`src/rtl/axum_uart_pkg.sv`:
```
// Shared types and constants for the UART transmit path.
// Holds the transmit arbiter FSM state enum and the counter width.
package axum_uart_pkg;

  typedef enum logic {
    IDLE = 1'b0,
    LOCK = 1'b1
  } uart_arb_state_e;

  localparam int UART_DBIT  = 8;
  localparam int UART_CNT_W = 8;

endpackage

```
`src/rtl/axum_rr_arbiter.sv`:
```
// Combinational round-robin arbiter: one-hot grant to the first
// requester found at or after the pointer, wrapping modulo N.
module axum_rr_arbiter #(
  parameter int N  = 4,
  parameter int PW = (N > 1) ? $clog2(N) : 1
) (
  input  logic [N-1:0]  req_i,
  input  logic [PW-1:0] ptr_i,
  output logic [N-1:0]  gnt_o
);

  logic [PW:0] idx;
  logic        found;

  // scan from the pointer, first valid request wins
  always_comb begin
    gnt_o = '0;
    found = 1'b0;
    idx   = '0;
    for (int k = 0; k < N; k++) begin
      idx = {1'b0, ptr_i} + (PW+1)'(k);
      if (idx >= (PW+1)'(N)) idx = idx - (PW+1)'(N);
      if (!found && req_i[idx[PW-1:0]]) begin
        gnt_o[idx[PW-1:0]] = 1'b1;
        found = 1'b1;
      end
    end
  end

endmodule

```
`src/rtl/axum_uart_tx_arb.sv`:
```
// Message-locked round-robin arbiter in front of the UART TX FIFO.
// Define AXUM_UART_ARB_PRIO_EN to give requester 0 priority in IDLE.
module axum_uart_tx_arb
  import axum_uart_pkg::*;
#(
  parameter int NUM_REQ      = 4,
  parameter int DBIT         = UART_DBIT,
  parameter int MAX_BURST    = 64,
  parameter int HOLD_TIMEOUT = 255
) (
  input  logic                    clk_i,
  input  logic                    rst_ni,
  input  logic [NUM_REQ-1:0]      req_valid_i,
  input  logic [NUM_REQ*DBIT-1:0] req_data_i,
  input  logic [NUM_REQ-1:0]      req_last_i,
  output logic [NUM_REQ-1:0]      req_ready_o,
  input  logic                    tx_full_i,
  output logic                    wr_uart_o,
  output logic [DBIT-1:0]         w_data_o,
  output logic [NUM_REQ-1:0]      grant_o,
  output logic                    busy_o
);

  localparam int PW = $clog2(NUM_REQ);
  localparam int CW = UART_CNT_W;
  localparam logic [CW-1:0] BURST_LIM = CW'(MAX_BURST);
  localparam logic [CW-1:0] TMO_LIM   = CW'(HOLD_TIMEOUT);

  uart_arb_state_e     state_q, state_d;
  logic [NUM_REQ-1:0]  grant_q, grant_d;
  logic [PW-1:0]       rr_q, rr_d;
  logic [CW-1:0]       burst_q, burst_d;
  logic [CW-1:0]       idle_q, idle_d;
  logic                wr_q, wr_d;
  logic [DBIT-1:0]     wdata_q, wdata_d;

  logic [NUM_REQ-1:0]  rr_gnt, win;
  logic [DBIT-1:0]     hold_data;
  logic [PW-1:0]       hold_idx, rr_next;
  logic [CW-1:0]       burst_inc, idle_inc;
  logic                hold_valid, hold_last;
  logic                xfer, tmo, rel;

  axum_rr_arbiter #(
    .N  (NUM_REQ),
    .PW (PW)
  ) u_rr (
    .req_i (req_valid_i),
    .ptr_i (rr_q),
    .gnt_o (rr_gnt)
  );

`ifdef AXUM_UART_ARB_PRIO_EN
  assign win = req_valid_i[0] ? {{(NUM_REQ-1){1'b0}}, 1'b1} : rr_gnt;
`else
  assign win = rr_gnt;
`endif

  // select the current holder's byte and index
  always_comb begin
    hold_data = '0;
    hold_idx  = '0;
    for (int i = 0; i < NUM_REQ; i++) begin
      if (grant_q[i]) begin
        hold_data = hold_data | req_data_i[i*DBIT +: DBIT];
        hold_idx  = PW'(i);
      end
    end
  end

  assign hold_valid = |(req_valid_i & grant_q);
  assign hold_last  = |(req_last_i & grant_q);
  assign rr_next    = (hold_idx == PW'(NUM_REQ-1)) ? '0 : hold_idx + 1'b1;
  assign burst_inc  = burst_q + 1'b1;
  assign idle_inc   = idle_q + 1'b1;

  // one byte per two cycles: the write strobe blocks the next accept
  assign xfer = (state_q == LOCK) & hold_valid & ~tx_full_i & ~wr_q;
  assign tmo  = (state_q == LOCK) & ~hold_valid & (idle_inc == TMO_LIM);
  assign rel  = (xfer & (hold_last | (burst_inc == BURST_LIM))) | tmo;

  // next-state: arbitration, acceptance, counters and release
  always_comb begin
    state_d = state_q;
    grant_d = grant_q;
    rr_d    = rr_q;
    burst_d = burst_q;
    idle_d  = idle_q;
    wr_d    = 1'b0;
    wdata_d = wdata_q;
    unique case (state_q)
      IDLE: begin
        if (|req_valid_i) begin
          state_d = LOCK;
          grant_d = win;
        end
      end
      LOCK: begin
        if (xfer) begin
          wr_d    = 1'b1;
          wdata_d = hold_data;
          burst_d = burst_inc;
          idle_d  = '0;
        end else if (!hold_valid) begin
          idle_d = idle_inc;
        end
        if (rel) begin
          state_d = IDLE;
          grant_d = '0;
          burst_d = '0;
          idle_d  = '0;
          rr_d    = rr_next;
        end
      end
    endcase
  end

  // state and output registers
  always_ff @(posedge clk_i or negedge rst_ni) begin
    if (!rst_ni) begin
      state_q <= IDLE;
      grant_q <= '0;
      rr_q    <= '0;
      burst_q <= '0;
      idle_q  <= '0;
      wr_q    <= 1'b0;
      wdata_q <= '0;
    end else begin
      state_q <= state_d;
      grant_q <= grant_d;
      rr_q    <= rr_d;
      burst_q <= burst_d;
      idle_q  <= idle_d;
      wr_q    <= wr_d;
      wdata_q <= wdata_d;
    end
  end

  assign req_ready_o = grant_q & {NUM_REQ{~tx_full_i & ~wr_q}};
  assign wr_uart_o   = wr_q;
  assign w_data_o    = wdata_q;
  assign grant_o     = grant_q;
  assign busy_o      = (state_q == LOCK);

endmodule

```
`config.mk`:
```
export PLATFORM = sky130hd
export DESIGN_NAME = axum_uart_tx_arb
export DESIGN_NICKNAME = d
export VERILOG_FILES = /design/src/rtl/axum_uart_pkg.sv /design/src/rtl/axum_rr_arbiter.sv /design/src/rtl/axum_uart_tx_arb.sv
export SDC_FILE = /design/constraint.sdc
export NUM_CORES = 1
export LEC_CHECK = 0
export ABC_AREA = 1
export CAP_MARGIN = 20
export CORE_AREA = 8 8 82 84
export DETAILED_ROUTE_END_ITERATION = 10
export DIE_AREA = 0 0 90 92
export PLACE_DENSITY = 0.81
export SLEW_MARGIN = 20
export SYNTH_ARGS = -nofsm -noshare
export SYNTH_HDL_FRONTEND = slang
export SYNTH_SLANG_ARGS = --single-unit
```
`constraint.sdc`:
```
create_clock -name clk_i -period 1.8 [get_ports clk_i]
set_clock_uncertainty 0.1 [all_clocks]
set_input_delay 0.36 -clock clk_i [delete_from_list [all_inputs] [get_ports clk_i]]
set_output_delay 0.36 -clock clk_i [all_outputs]
set_load 0.02 [all_outputs]
```
# Word level (Yosys, flattened, before mapping)
# Index checks and enable logic that the tools add are counted.
# Widths: inputs -> output; s select.
# totals
regBits	32
elab_cells	124
# classes
add_sub_neg	10
order_cmp	12
eq_ne	6
mux	48
bitwise	22
reduce_logical	19
# ops
op	n
$mux 8	9
$mux 4	6
$or 8x8->8	3
$add 8x1->8 const B	2
$mux 1	16
$mux 2	7
$and 4x4->4	3
$lt 2x3->1 const B	4
$or 4x4->4	3
$reduce_or 4->1	3
$reduce_and 2->1	5
$ge 3x3->1 const B	3
$bmux 1 s2	4
$demux 1 s2	4
$eq 8x7->1 const B	1
$eq 8x8->1 const B	1
$ge 2x1->1 const B	4
$pmux 4 s2	1
$sub 2x1->2 const B	4
$and 1x1->1	7
$logic_and 1x1->1	7
$add 2x2->3 const B	2
$not 1->1	4
$add 2x1->3 const B	1
10 further kinds	13

# Depth between registers and ports, before layout
# depth
depth_word	16
depth_mapped	13
ltp_nobuf	13

# Modules after synthesis
# A second synthesis with hierarchy kept.
# unflattened
cells_unflattened	339
area_unflattened_um2	2358.5
# by_module_without_submodules
mod	instances	cells_each	area_per_inst_um2	seq_area_each_um2
axum_uart_tx_arb	1	266	1961.9	800.8
axum_rr_arbiter	1	73	396.6	0.0

# Worst setup path after synthesis
# No wires, ideal clock.
# synth_timing
path_type	reg-to-reg
startpoint	reg rr_q[1]
endpoint	reg grant_q[0] (netlist: grant_o[0])
setup_time_ns	0.067
arrival_ns	1.658
required_time_ns	1.633
slack_ns	-0.025
stages_incl_launch_ff	10
n_path_buf	0
period_less_slack_ns	1.825
cell_sequence	dfrtp_1 -> inv_1 -> ha_1 -> mux2i_2 -> nand2_4 -> nor2_4 -> nand2_1 -> nand3b_1 -> nand2_1 -> nand2_1
# synth_between
elab_chain_len	16
elab_cells_between_ends	61
classes_between	add/sub (7); order compare (12); mux (29); bitwise (3); reduce/logical (10)
# synth_rtl
element	line	rtl
from (decl)	axum_uart_tx_arb.sv:31	logic [PW-1:0] rr_q, rr_d;
from (signal assigned)	axum_uart_tx_arb.sv:131	rr_q <= rr_d;
branches (longest 13 deep; another with $add 2x1->3)	--	
$mux 4 *	axum_rr_arbiter.sv:23	if (!found && req_i[idx[PW-1:0]]) begin
$mux 4 *	axum_uart_tx_arb.sv:93	if (|req_valid_i) begin
$pmux 4 s2 *	axum_uart_tx_arb.sv:91	unique case (state_q)
to (signal assigned)	axum_uart_tx_arb.sv:130	grant_q <= grant_d;
to (decl)	axum_uart_tx_arb.sv:30	logic [NUM_REQ-1:0] grant_q, grant_d;
# Mark *: on every way between the ends. The select of a mux whose other input is x is not followed.
# A chain may end at the register's enable or synchronous reset.

# Worst setup path after layout
# layout_timing
startpoint	reg idle_q[0]
endpoint	reg idle_q[5]
# layout_between
elab_chain_len	6
elab_cells_between_ends	9
classes_between	add/sub (1); eq/ne (2); mux (3); bitwise (2); reduce/logical (1)
# layout_rtl
element	line	rtl
from (decl)	axum_uart_tx_arb.sv:33	logic [CW-1:0] idle_q, idle_d;
from (signal assigned)	axum_uart_tx_arb.sv:133	idle_q <= idle_d;
$add 8x1->8 *	axum_uart_tx_arb.sv:75	assign idle_inc = idle_q + 1'b1;
$eq 8x8->1	axum_uart_tx_arb.sv:79	assign tmo = (state_q == LOCK) & ~hold_valid & (idle_inc == TMO_LIM);
$and 1x1->1	axum_uart_tx_arb.sv:79	
$or 1x1->1	axum_uart_tx_arb.sv:80	assign rel = (xfer & (hold_last | (burst_inc == BURST_LIM))) | tmo;
$ne 3x1->1 (no source line)	--	
$reduce_and 2->1 (no source line)	--	
# Every way passes the cells marked *; elsewhere a longest branch is shown, timed or not. The select of a mux whose other input is x is not followed.

==> results.ini <==
[yosys]
synth.distinct_cells=37
synthArstFlopShare_pct=100.0
ys_ff_latch=32
synthSimpleGateAreaFrac_pct=37.55
synth_compound_area_share_pct=12.06
synth.avg_cell_area_sq_um=7.261
yosysTopAreaCell=dfrtp_1
synth-xor-area-share_pct=1.097
syn-num-nets=383
ys.flop_type=dfrtp_1
synth_edf_count=0
yosys_warnings=0
synth_area_leaders=dfrtp_1 (33%), nand2_1 (17%), nand4_1 (6.0%), inv_1 (5.5%), ha_1 (5.2%)
synth_top_family_by_area=simple AND/OR/NAND/NOR gates
syn_inst=330
synth_top_cell_area_share_pct=33.42
synth.area.mux_share_pct=0.5744
syn_area_sq_mm=0.002396
synth-seq-area-share_pct=33.42
synth_fa_ha_area_share_pct=5.222

[critical_path]
cp-start-kind=register
setup.worst_path.end_class=register
critPathMaxFanout=4
arrival_ps=2000
required_ps=1860
path_class=reg -> reg

[sta]
drv_slew=0
fin_crit_sh_pct=107.5
timing.fmax_mhz=517.0
fin_hold_ws_ps=377.3
period_needed_ps=1934
fin_setup_tns_ps=-1929
setup_slack_ps=-134.4
setup_viol=23
tightest_slew_ps=485.5
hold_viol_final=0
max_slew_margin_pct=67.29
rsz0062_at_grt=yes

[placed_design]
place_congestion=0.8275
dp_hpwl_mm=5.289
io_buffers=60

[floorplanning]
placeableCoreArea_sq_mm=0.005405
row_count=27
boundaryPins=61
die_width_microns=90
die_area_sq_mm=0.008280
die_h_microns=92
start_util_pct=44.33

[finish]
final_layout_size_suffix_gt1_share_pct=24.30
finalCoreUtilization_pct=67.62
area_growth_pct=52.53
final_nets=480
antenna_cells=0

[cts]
cts.sinks=32
cts_buffer_depth=2
worstSkewPairLatency_ps=290
htreeDepth=2
cts_buffers=5
cts.clk_slew.worst_paths_ps=70
root_buffer=clkbuf_8
cts_tree=done

[power]
total_power_uw=1641
power.density_mw_per_mm2=449.0
ir_drop_mv=0.2500
p_leak_uw=0.001734

[detailed_routing]
drt_iter0_drc=149
vias_per_cell=5.276
antenna_left=0
drt_drc_violations_left=0
drt_wl_total_mm=7.788
dr.pass1.iters=4
wl_per_cell_microns=15.58
vias=2638

[global_route]
overflow=0
grt_pass1_wl_mm=12.65
grt_usage_pct=18.43
grt_max_degree=33
antenna_found_initial=0
grt_pass1_vias=2595

[min_path]
hp-class=in -> async

[job]
maxCapViolCount=0

[status]
violations=negative setup slack
outcome=finished with violations

cells in the final DEF (no fill, tap or decap), types with 5 or more instances in the layout:
master | netlist | layout
o21ai_0 | 11 | 11
inv_1 | 35 | 33
dfrtp_1 | 32 | 27
nand2_1 | 109 | 106
nor2_1 | 13 | 7
clkbuf_8 | 0 | 7
ha_1 | 10 | 8
buf_6 | 3 | 8
nand3_2 | 2 | 6
nand4_1 | 23 | 23
a221oi_1 | 9 | 8
dfrtp_2 | 0 | 5
o21ai_1 | 12 | 12
clkdlybuf4s50_1 | 0 | 51
nor2_2 | 1 | 7
nand3_1 | 23 | 19
buf_4 | 1 | 33
nand3b_1 | 5 | 5
nand2_2 | 4 | 6
stage by stage:
step / std cells / setup slack (ps) / instance area, sq um
global placement: 480 / -459.8 / 3249
CTS: 495 / -63.98 / 3536
finish: 500 / -134.4 / 3655
global route: 500 / -195.9 / 3655
detailed placement: 480 / -487.2 / 3249
floorplan: 330 / 47.61 / 2399
routing by layer:
layer	global-route usage, %	vias to the layer above	wire length (microns)
met5	0	-	0
met4	8.460	0	234
met3	3.097	20	291
met2	33.80	81	4109
met1	20.39	1244	3153
li1	-	1293	-
flip-flops by register name, indices dropped and copies added (netlist names):
| register | flops |
|---|---|
| rr_q | 2 |
| idle_q | 8 |
| grant_o | 4 |
| burst_q | 8 |
| wr_uart_o | 1 |
| w_data_o | 8 |
| busy_o | 1 |
repair_timing:
item,4_1_cts,5_1_grt
resized for setup,40,22
cloned,3,1
pin swaps,5,6
setup buffers,4,4
endpoints found under the setup margin,29,34
hold buffers,0,0
kinds of logic (layout without fill, tap and decap cells):
family,Yosys count,after routing
AND/OR/NAND/NOR,188,189
buffers and inverters,53,150
AO/OA/AOI/OAI,43,43
flip-flops,32,32
adder cells (fa/ha/maj),10,10
XOR/XNOR,3,3
multiplexers,1,1
area by class of cell:
class | count | area, sq um
clock buffer | 7 | 96.34
clock inverter | 1 | 30.03
fill | 430 | 1750
inverter | 39 | 148.9
multi-input combinational | 246 | 1474
sequential | 32 | 807.0
tap | 72 | 90.09
timing repair buffer | 103 | 1008
cell usage after synthesis (4+ instances only):
cell and instances:
o21ai_0 11, nand3b_1 5, nand4_1 23, a221oi_1 9
inv_1 35, ha_1 10, nand2_2 4, o21ai_1 12
nand3_1 23, clkbuf_1 7, nor2_1 13, dfrtp_1 32
nand2_1 109
report_power, final:
group / total (uW) / internal (uW) / switching, uW / leakage [uW]
registers: 719 / 719 / 0 / 0.000419
clock network: 768 / 488 / 280 / 0.0000645
logic: 154 / 97.2 / 57.2 / 0.00125
worst paths after layout:
check | depth (start not counted) | end | startpoint | slack (ps)
max in group asynchronous | 2 | rr_q[0] | rst_ni | 890
worst min register to register | 2 | w_data_o[1] | w_data_o[1] | 390
worst max register to register | 10 | idle_q[5] | idle_q[0] | -130
min in group clk_i | 2 | w_data_o[1] | w_data_o[1] | 390
worst min-delay path | 2 | w_data_o[2] | rst_ni | 380
worst max-delay path | 10 | idle_q[5] | idle_q[0] | -130
critical path, stage by stage (launching register included):
cell     delay (ps)
dfrtp_1         430
ha_4            210
xnor2_4         150
nor2_2          120
nand2_2          90
nor2_4          110
nand4_4         140
buf_6           170
buf_6           110
nand4_1          80
o21ai_1         100
Note: power is estimated with default switching activity, not from simulation.
